`config.mk`:
```
export PLATFORM = sky130hd
export DESIGN_NAME = pc_reg
export DESIGN_NICKNAME = d
export VERILOG_FILES = /design/src/rtl/pc_reg_pkg.sv /design/src/rtl/pc_incr.sv /design/src/rtl/pc_reg.sv
export SDC_FILE = /design/constraint.sdc
export NUM_CORES = 1
export LEC_CHECK = 0
export CORE_ASPECT_RATIO = 0.6
export CORE_MARGIN = 1.5
export CORE_UTILIZATION = 31
export DETAILED_ROUTE_END_ITERATION = 16
export PLACE_DENSITY = 0.75
export SLEW_MARGIN = 20
export SYNTH_ARGS = -nofsm -noshare
export SYNTH_HDL_FRONTEND = slang
export SYNTH_SLANG_ARGS = --single-unit
```
`constraint.sdc`:
```
create_clock -name Clk -period 1.73 [get_ports Clk]
set_input_delay 0.346 -clock Clk [delete_from_list [all_inputs] [get_ports Clk]]
set_output_delay 0.346 -clock Clk [all_outputs]
set_load 0.02 [all_outputs]
```
`src/rtl/pc_reg_pkg.sv`:
```
// Shared CPU constants for the fetch PC slice.
// Defaults: PC width, reset vector, instruction size.
package pc_reg_pkg;

  localparam int          PC_WIDTH        = 32;
  localparam logic [31:0] PC_RESET_VECTOR = 32'h0000_0000;
  localparam int          PC_INSTR_BYTES  = 4;

endpackage

```
`src/rtl/pc_incr.sv`:
```
// Sequential-address incrementer: pc_plus = pc + INSTR_BYTES.
// Ports: pc (in, WIDTH), pc_plus (out, WIDTH); wraps, no carry.
module pc_incr
  import pc_reg_pkg::*;
#(
  parameter int WIDTH       = PC_WIDTH,
  parameter int INSTR_BYTES = PC_INSTR_BYTES
) (
  input  logic [WIDTH-1:0] pc,
  output logic [WIDTH-1:0] pc_plus
);

  assign pc_plus = pc + WIDTH'(INSTR_BYTES);

endmodule

```
`src/rtl/pc_reg.sv`:
```
// Program counter register with valid flag and alignment check.
// Ports: Clk, Rst(async hi), nextPC -> PC, PCPlus4, PCMisaligned, PCValid.
module pc_reg
  import pc_reg_pkg::*;
#(
  parameter int               WIDTH        = PC_WIDTH,
  parameter logic [WIDTH-1:0] RESET_VECTOR = WIDTH'(PC_RESET_VECTOR),
  parameter int               INSTR_BYTES  = PC_INSTR_BYTES
) (
  input  logic             Clk,
  input  logic             Rst,
  input  logic [WIDTH-1:0] nextPC,
  output logic [WIDTH-1:0] PC,
  output logic [WIDTH-1:0] PCPlus4,
  output logic             PCMisaligned,
  output logic             PCValid
);

  always_ff @(posedge Clk or posedge Rst) begin
    if (Rst) begin
      PC      <= RESET_VECTOR;
      PCValid <= 1'b0;
    end else begin
      PC      <= nextPC;
      PCValid <= 1'b1;
    end
  end

  pc_incr #(
    .WIDTH       (WIDTH),
    .INSTR_BYTES (INSTR_BYTES)
  ) u_incr (
    .pc      (PC),
    .pc_plus (PCPlus4)
  );

  // Power-of-two sizes reduce to a low-bit mask.
  generate
    if ((INSTR_BYTES & (INSTR_BYTES - 1)) == 0) begin : g_mask
      localparam logic [WIDTH-1:0] MASK = WIDTH'(INSTR_BYTES - 1);
      assign PCMisaligned = |(PC & MASK);
    end else begin : g_mod
      assign PCMisaligned = (PC % WIDTH'(INSTR_BYTES)) != '0;
    end
  endgenerate

endmodule

```
==> results of run 1 <==
## per-layer routing
layer | vias up | track usage | part of all wire
met5 | - | 0 | 0
met4 | 0 | 0.05580 | 0.014
met3 | 9 | 0.09153 | 0.073
met2 | 73 | 0.3582 | 0.51
met1 | 807 | 0.2690 | 0.41
li1 | 734 | - | -
## final cells by class
cell class / instances / area [um^2] / area share
Timing Repair Buffer: 167 / 1494 / 0.4154
Sequential cell: 33 / 854.6 / 0.2376
Clock inverter: 2 / 37.54 / 0.01044
Tap cell: 63 / 78.83 / 0.02192
Clock buffer: 6 / 82.58 / 0.02296
Inverter: 4 / 15.01 / 0.004175
Multi-Input combinational cell: 79 / 1033 / 0.2874
## worst max-delay path, cell delays in order (launching register included)
cell and delay (ns):
dfrtp_2 0.41, ha_4 0.16, nand3_4 0.07, nor4_4 0.26, buf_6 0.23, nand3_4 0.09
xnor2_2 0.22, buf_4 0.19
## cell families (layout without fill, tap and decap cells)
kind of cell | count (synthesis) | after routing | synth area share
xor+xnor | 28 | 28 | 0.1693
fa+ha+maj | 1 | 1 | 0.008634
buf+inv | 6 | 179 | 0.02072
flops | 33 | 33 | 0.5699
other cells | 1 | 1 | 0.002588
simple gates | 49 | 49 | 0.2289
## what timing repair did
| action | in CTS | in global routing |
|---|---|---|
| pin swaps | 34 | 21 |
| endpoints found under the setup margin | 51 | 37 |
| setup buffers | 9 | 15 |
| gates resized for setup | 214 | 42 |
## sequential cells by signal, indices dropped and copies added (netlist names)
signal   flops
PC          32
PCValid      1
## cell usage in the layout, fill, tap and decap left out, drive strengths merged
cell type	netlist	final
nor4	4	4
bufinv	0	1
dfrtp	33	33
nand2	10	10
dlygate4sd2	0	23
nand4	8	8
nor2	6	6
clkbuf	0	8
conb	1	1
nor3	3	3
xor2	9	9
nand3	12	12
buf	2	96
xnor2	19	19
or2	2	2
ha	1	1
and3	4	4
dlymetal6s2s	0	7
clkinvlp	0	1
inv	4	4
clkdlybuf4s50	0	39
## where the power goes
part / total (W) / internal (W) / switching (W)
logic: 0.000598 / 0.000304 / 0.000294
clock network: 0.000782 / 0.000469 / 0.000313
registers: 0.000853 / 0.000815 / 0.0000377
## metrics by stage
stage	cell area (um^2)	setup TNS (ns)
2_1_floorplan	1620	-2.764
3_3_place_gp	3025	-12.15
3_5_place_dp	3025	-12.85
4_1_cts	3303	-7.757
5_1_grt	3596	-12.55
6_report	3596	-11.02
## how the worst min path moves through the flow
stage / startpoint / end / depth (start not counted)
floorplan: nextPC[0] / PC[0] / 0
global placement: Rst / PC[7] / 2
detailed placement: Rst / PC[7] / 2
CTS: Rst / PC[7] / 2
global route: Rst / PC[6] / 2
finish: Rst / PC[7] / 2
==> reports/metrics.cfg, run 1 <==
[worst_setup_path]
required_ns=1.38
cp-start-kind=flop
worstSetupPathType=reg2out
worstSetupEndpoint=PCPlus4[24]
crit_start=PC[2]
endpoint_kind=primary output
path_max_fanout=7
worstPathArrival_ns=1.93

[clocking]
cts_tree=yes
clk_pin_slew_ns=0.07
cts_buffers=5
htreeDepth=2
root_buffer=clkbuf_8
ctsHoldBuffers=0
cts_buffer_depth=2
cts.sinks=33

[synthesis]
ys_warn_count=0
async_reset_ff_frac=1.000
synth.most_common_cell=dfrtp_1
synth_top_area_frac=0.5699
synth.distinct_cells=21
yosys-top-cells-area=dfrtp_1, xnor2_1, xor2_1, nor4_4, nand3_1
synth_area_um2=1449
ys.flop_type=dfrtp_1
synth-edff-count=0
synth_area_leader_cell=dfrtp_1
ys_seq_area_frac=0.5699
syn-num-nets=153
synthCells=118
syn_avg_cell_area_um2=12.28
ys_ff_latch=33
ys_top_cells_by_count=dfrtp_1, xnor2_1, nand2_1, nand3_1, xor2_1

[placed_design]
place_hpwl_um=3707
port_buffers=99
place.gp.congestion=0.7505
place_ws_ns=-0.5967
dpl.cell_count=323

[layout]
utilization=0.7920
finalNetCount=325
final-instance-count-excl-fill=354
num_antenna_cells=0
syn_to_final_growth_pct=148.2
drive_gt1_frac=0.6426
fillers=223

[sta]
max_freq_mhz=439.9
worst_slack_ns=-0.5431
whs_ns=0.3637
drv_slew=0
rsz0062_at_grt=yes
hold_violations=0
fin_crit_sh=1.314
finalSetupViolCount=27
fin_crit_ns=2.273

[flow_run]
max_cap_viol_count=0

[pwr]
vdd.ir_drop.worst_v=0.0005202
leakagePower_nw=1.763
total_power_w=0.002233
p_per_area_nw_per_um2=620.8

[floorplanning]
die_area_um2=5106
fp-row-count=19
die_w_um=91.26
design.core.area_um2=4541
num_io_pins=100
die_h_um=55.96
start_util=0.3191

[min_path]
hold_path.class=in2async

[detailed_routing]
drc=0
wl_per_cell_um=19.04
drtPass1Iterations=5
totalWireLength_um=6739
vias=1623
dr.first_iter.drc_count=50
via_per_inst=4.585
ant_nets=0

[grt]
grt_pass1_wl_um=8418
grt_pass1_vias=1671
grt_max_degree=27
grt_use_total=0.2189
antenna_found_initial=0
grt-ovfl-total=0

[outcome]
outcome=finished with violations
violations=setup timing

Power figures use the tool's default switching activity.
==> inputs of run 2 (changes only) <==
--- a/config.mk
+++ b/config.mk
@@ -7,9 +7,9 @@
 export LEC_CHECK = 0
 export CORE_ASPECT_RATIO = 0.6
 export CORE_MARGIN = 1.5
-export CORE_UTILIZATION = 31
+export CORE_UTILIZATION = 38
 export DETAILED_ROUTE_END_ITERATION = 16
-export PLACE_DENSITY = 0.75
+export PLACE_DENSITY = 0.86
 export SLEW_MARGIN = 20
 export SYNTH_ARGS = -nofsm -noshare
 export SYNTH_HDL_FRONTEND = slang
==> constraint.sdc (replaced) <==
create_clock -name Clk -period 2.9 [get_ports Clk]
set_input_delay 0.58 -clock Clk [delete_from_list [all_inputs] [get_ports Clk]]
set_output_delay 0.58 -clock Clk [all_outputs]
set_load 0.02 [all_outputs]
==> reports/metrics.cfg, run 2 (same netlist as run 1, synthesis figures left out) <==
[sta]
finalSetupViolCount=0  ; -100%
hold_violations=0  ; unchanged
max_freq_mhz=361.5
drv_slew=0  ; unchanged
fin_crit_ns=2.766
fin_crit_sh=0.9538
fin_tns_setup_ns=0  ; +11.02 ns

[pwr]
vdd.ir_drop.worst_v=0.0004503  ; -13%
switchingPower_w=0.0003128  ; -51%
clockPowerShare=0.365  ; +0.015
p_per_area_nw_per_um2=452.6  ; -27%
seq_power_share=0.429  ; +0.047
leakagePower_nw=1.187  ; -33%
p_comb_frac=0.207  ; -0.061
sw_frac_of_total=0.2589  ; -0.03002
p_int_w=0.0008957  ; -44%

[worst_setup_path]
worstSetupPathType=reg2out
endpoint_kind=primary output
path_max_fanout=8  ; +1
required_ns=2.32  ; +0.94 ns
cp-start-kind=flop
worstPathArrival_ns=2.19  ; +0.26 ns

[grt]
grt_max_degree=34  ; +26%
antenna_found_initial=0  ; unchanged
grt_pass1_vias=1283  ; -23%
grt-ovfl-total=0  ; unchanged
grt_use_total=0.2115  ; -0.007435
grt_pass1_wl_um=6265  ; -26%

[layout]
mostFrequentLayoutCells=clkdlybuf4s50_1, dfrtp_1, xnor2_1
largest_register_ffs=32  ; unchanged
top_regs=PC x32, PCValid x1
drive_gt1_frac=0.1223  ; -0.5203
mostFrequentLayoutCell=clkdlybuf4s50_1
top_register=PC
finalNetCount=263  ; -19%
final_area_um2=2670  ; -26%
fillers=256  ; +15%
syn_to_final_growth_pct=84.28
num_antenna_cells=0  ; unchanged

[clocking]
cts_buffer_depth=2  ; unchanged
cts_buffers=5  ; unchanged
root_buffer=clkbuf_8
cts_tree=yes
htreeDepth=2  ; unchanged
ctsHoldBuffers=0  ; unchanged
clk_pin_slew_ns=0.07  ; about the same
cts.sinks=33  ; unchanged

[placed_design]
placed_cell_area_um2=2506  ; -17%
place_hpwl_um=3065  ; -17%
port_buffers=99  ; unchanged
place.gp.congestion=0.7400  ; -1.4%

[min_path]
hold_path.class=in2async

[floorplanning]
die_area_um2=4204  ; -18%
num_io_pins=100  ; unchanged
start_util=0.3960  ; +0.07694
design.core.area_um2=3659  ; -19%
fp-row-count=17  ; -2
die_w_um=82.72  ; -9.4%
die_h_um=50.83  ; -9.2%

[detailed_routing]
via_per_inst=4.717  ; +2.9%
ant_nets=0  ; unchanged
wl_per_cell_um=15.34  ; -19%
drtPass1Iterations=4  ; -1
drc=0  ; unchanged
vias=1302  ; -20%
dr.first_iter.drc_count=42  ; -16%
totalWireLength_um=4233  ; -37%

[outcome]
outcome=finished clean

[flow_run]
max_cap_viol_count=0  ; unchanged

==> run 2: cell count changes in the layout (fill, tap and decap cells not counted), sizes merged <==
| cell | delta |
|---|---|
| dlymetal6s2s | +3 |
| buf | -90 |
| clkdlybuf4s50 | +38 |
| clkbuf | -1 |
| dlygate4sd2 | -12 |
==> run 2: critical path, stage by stage, from the launching register on <==
cell and delay (ns):
dfrtp_1 0.46, ha_1 0.25, nand3_2 0.16, nor4_4 0.16, buf_4 0.20, nand4_1 0.16, xnor2_1 0.16, dlygate4sd2_1 0.36
==> run 2: routing by layer <==
layer,vias to the layer above,part of all wire,GRT usage
li1,618,-,-
met1,615,0.39,0.2514
met2,63,0.48,0.3401
met3,6,0.11,0.1036
met4,0,0.013,0.06111
met5,-,0,0
==> run 2: worst paths after layout <==
check                            from           to  cells after the start
worst max-delay path            PC[2]  PCPlus4[30]                      7
worst min-delay path              Rst        PC[1]                      3
max in group asynchronous         Rst        PC[9]                      3
min in group Clk           nextPC[31]       PC[31]                      1
==> run 2: stage by stage <==
stage | std cells | total power, W | setup slack [ns] | hold WS (ns) | util
6_report | 276 | 0.001209 | 0.1341 | 0.6947 | 0.7298
5_1_grt | 276 | 0.001260 | -0.03737 | 0.7228 | 0.7298
3_3_place_gp | 265 | 0.0007788 | 0.2495 | 0.9905 | 0.6850
4_1_cts | 274 | 0.001219 | 0.0008045 | 0.7042 | 0.7179
2_1_floorplan | 118 | 0.0006258 | 0.4993 | 0.6114 | -
3_5_place_dp | 265 | 0.0007811 | 0.1604 | 0.9887 | 0.6850
==> run 2: layout make-up <==
type	instances	area [um^2]	share of cell area
clock buffers	6	82.58	0.03093
flip-flops and latches	33	828.3	0.3102
inverters	4	15.01	0.005623
well taps	47	58.81	0.02202
repair buffers	105	1042	0.3903
clock inverters	2	37.54	0.01406
multi-input cells	79	605.6	0.2268
==> run 2: power by group through the flow <==
stage               clock network (W)  registers [W]  logic (W)
global route                 0.000475       0.000522   0.000263
floorplan                           0       0.000550  0.0000763
global placement                    0       0.000523   0.000255
detailed placement                  0       0.000525   0.000256
finish                       0.000441       0.000518   0.000250
CTS                          0.000449       0.000518   0.000252
==> run 2: timing repair <==
item | in CTS | in global routing
setup endpoints to repair | 19 | 18
hold endpoints to repair | 0 | 0
resized for setup | 15 | 14
setup buffers | 1 | 2
pin swaps | 1 | 2
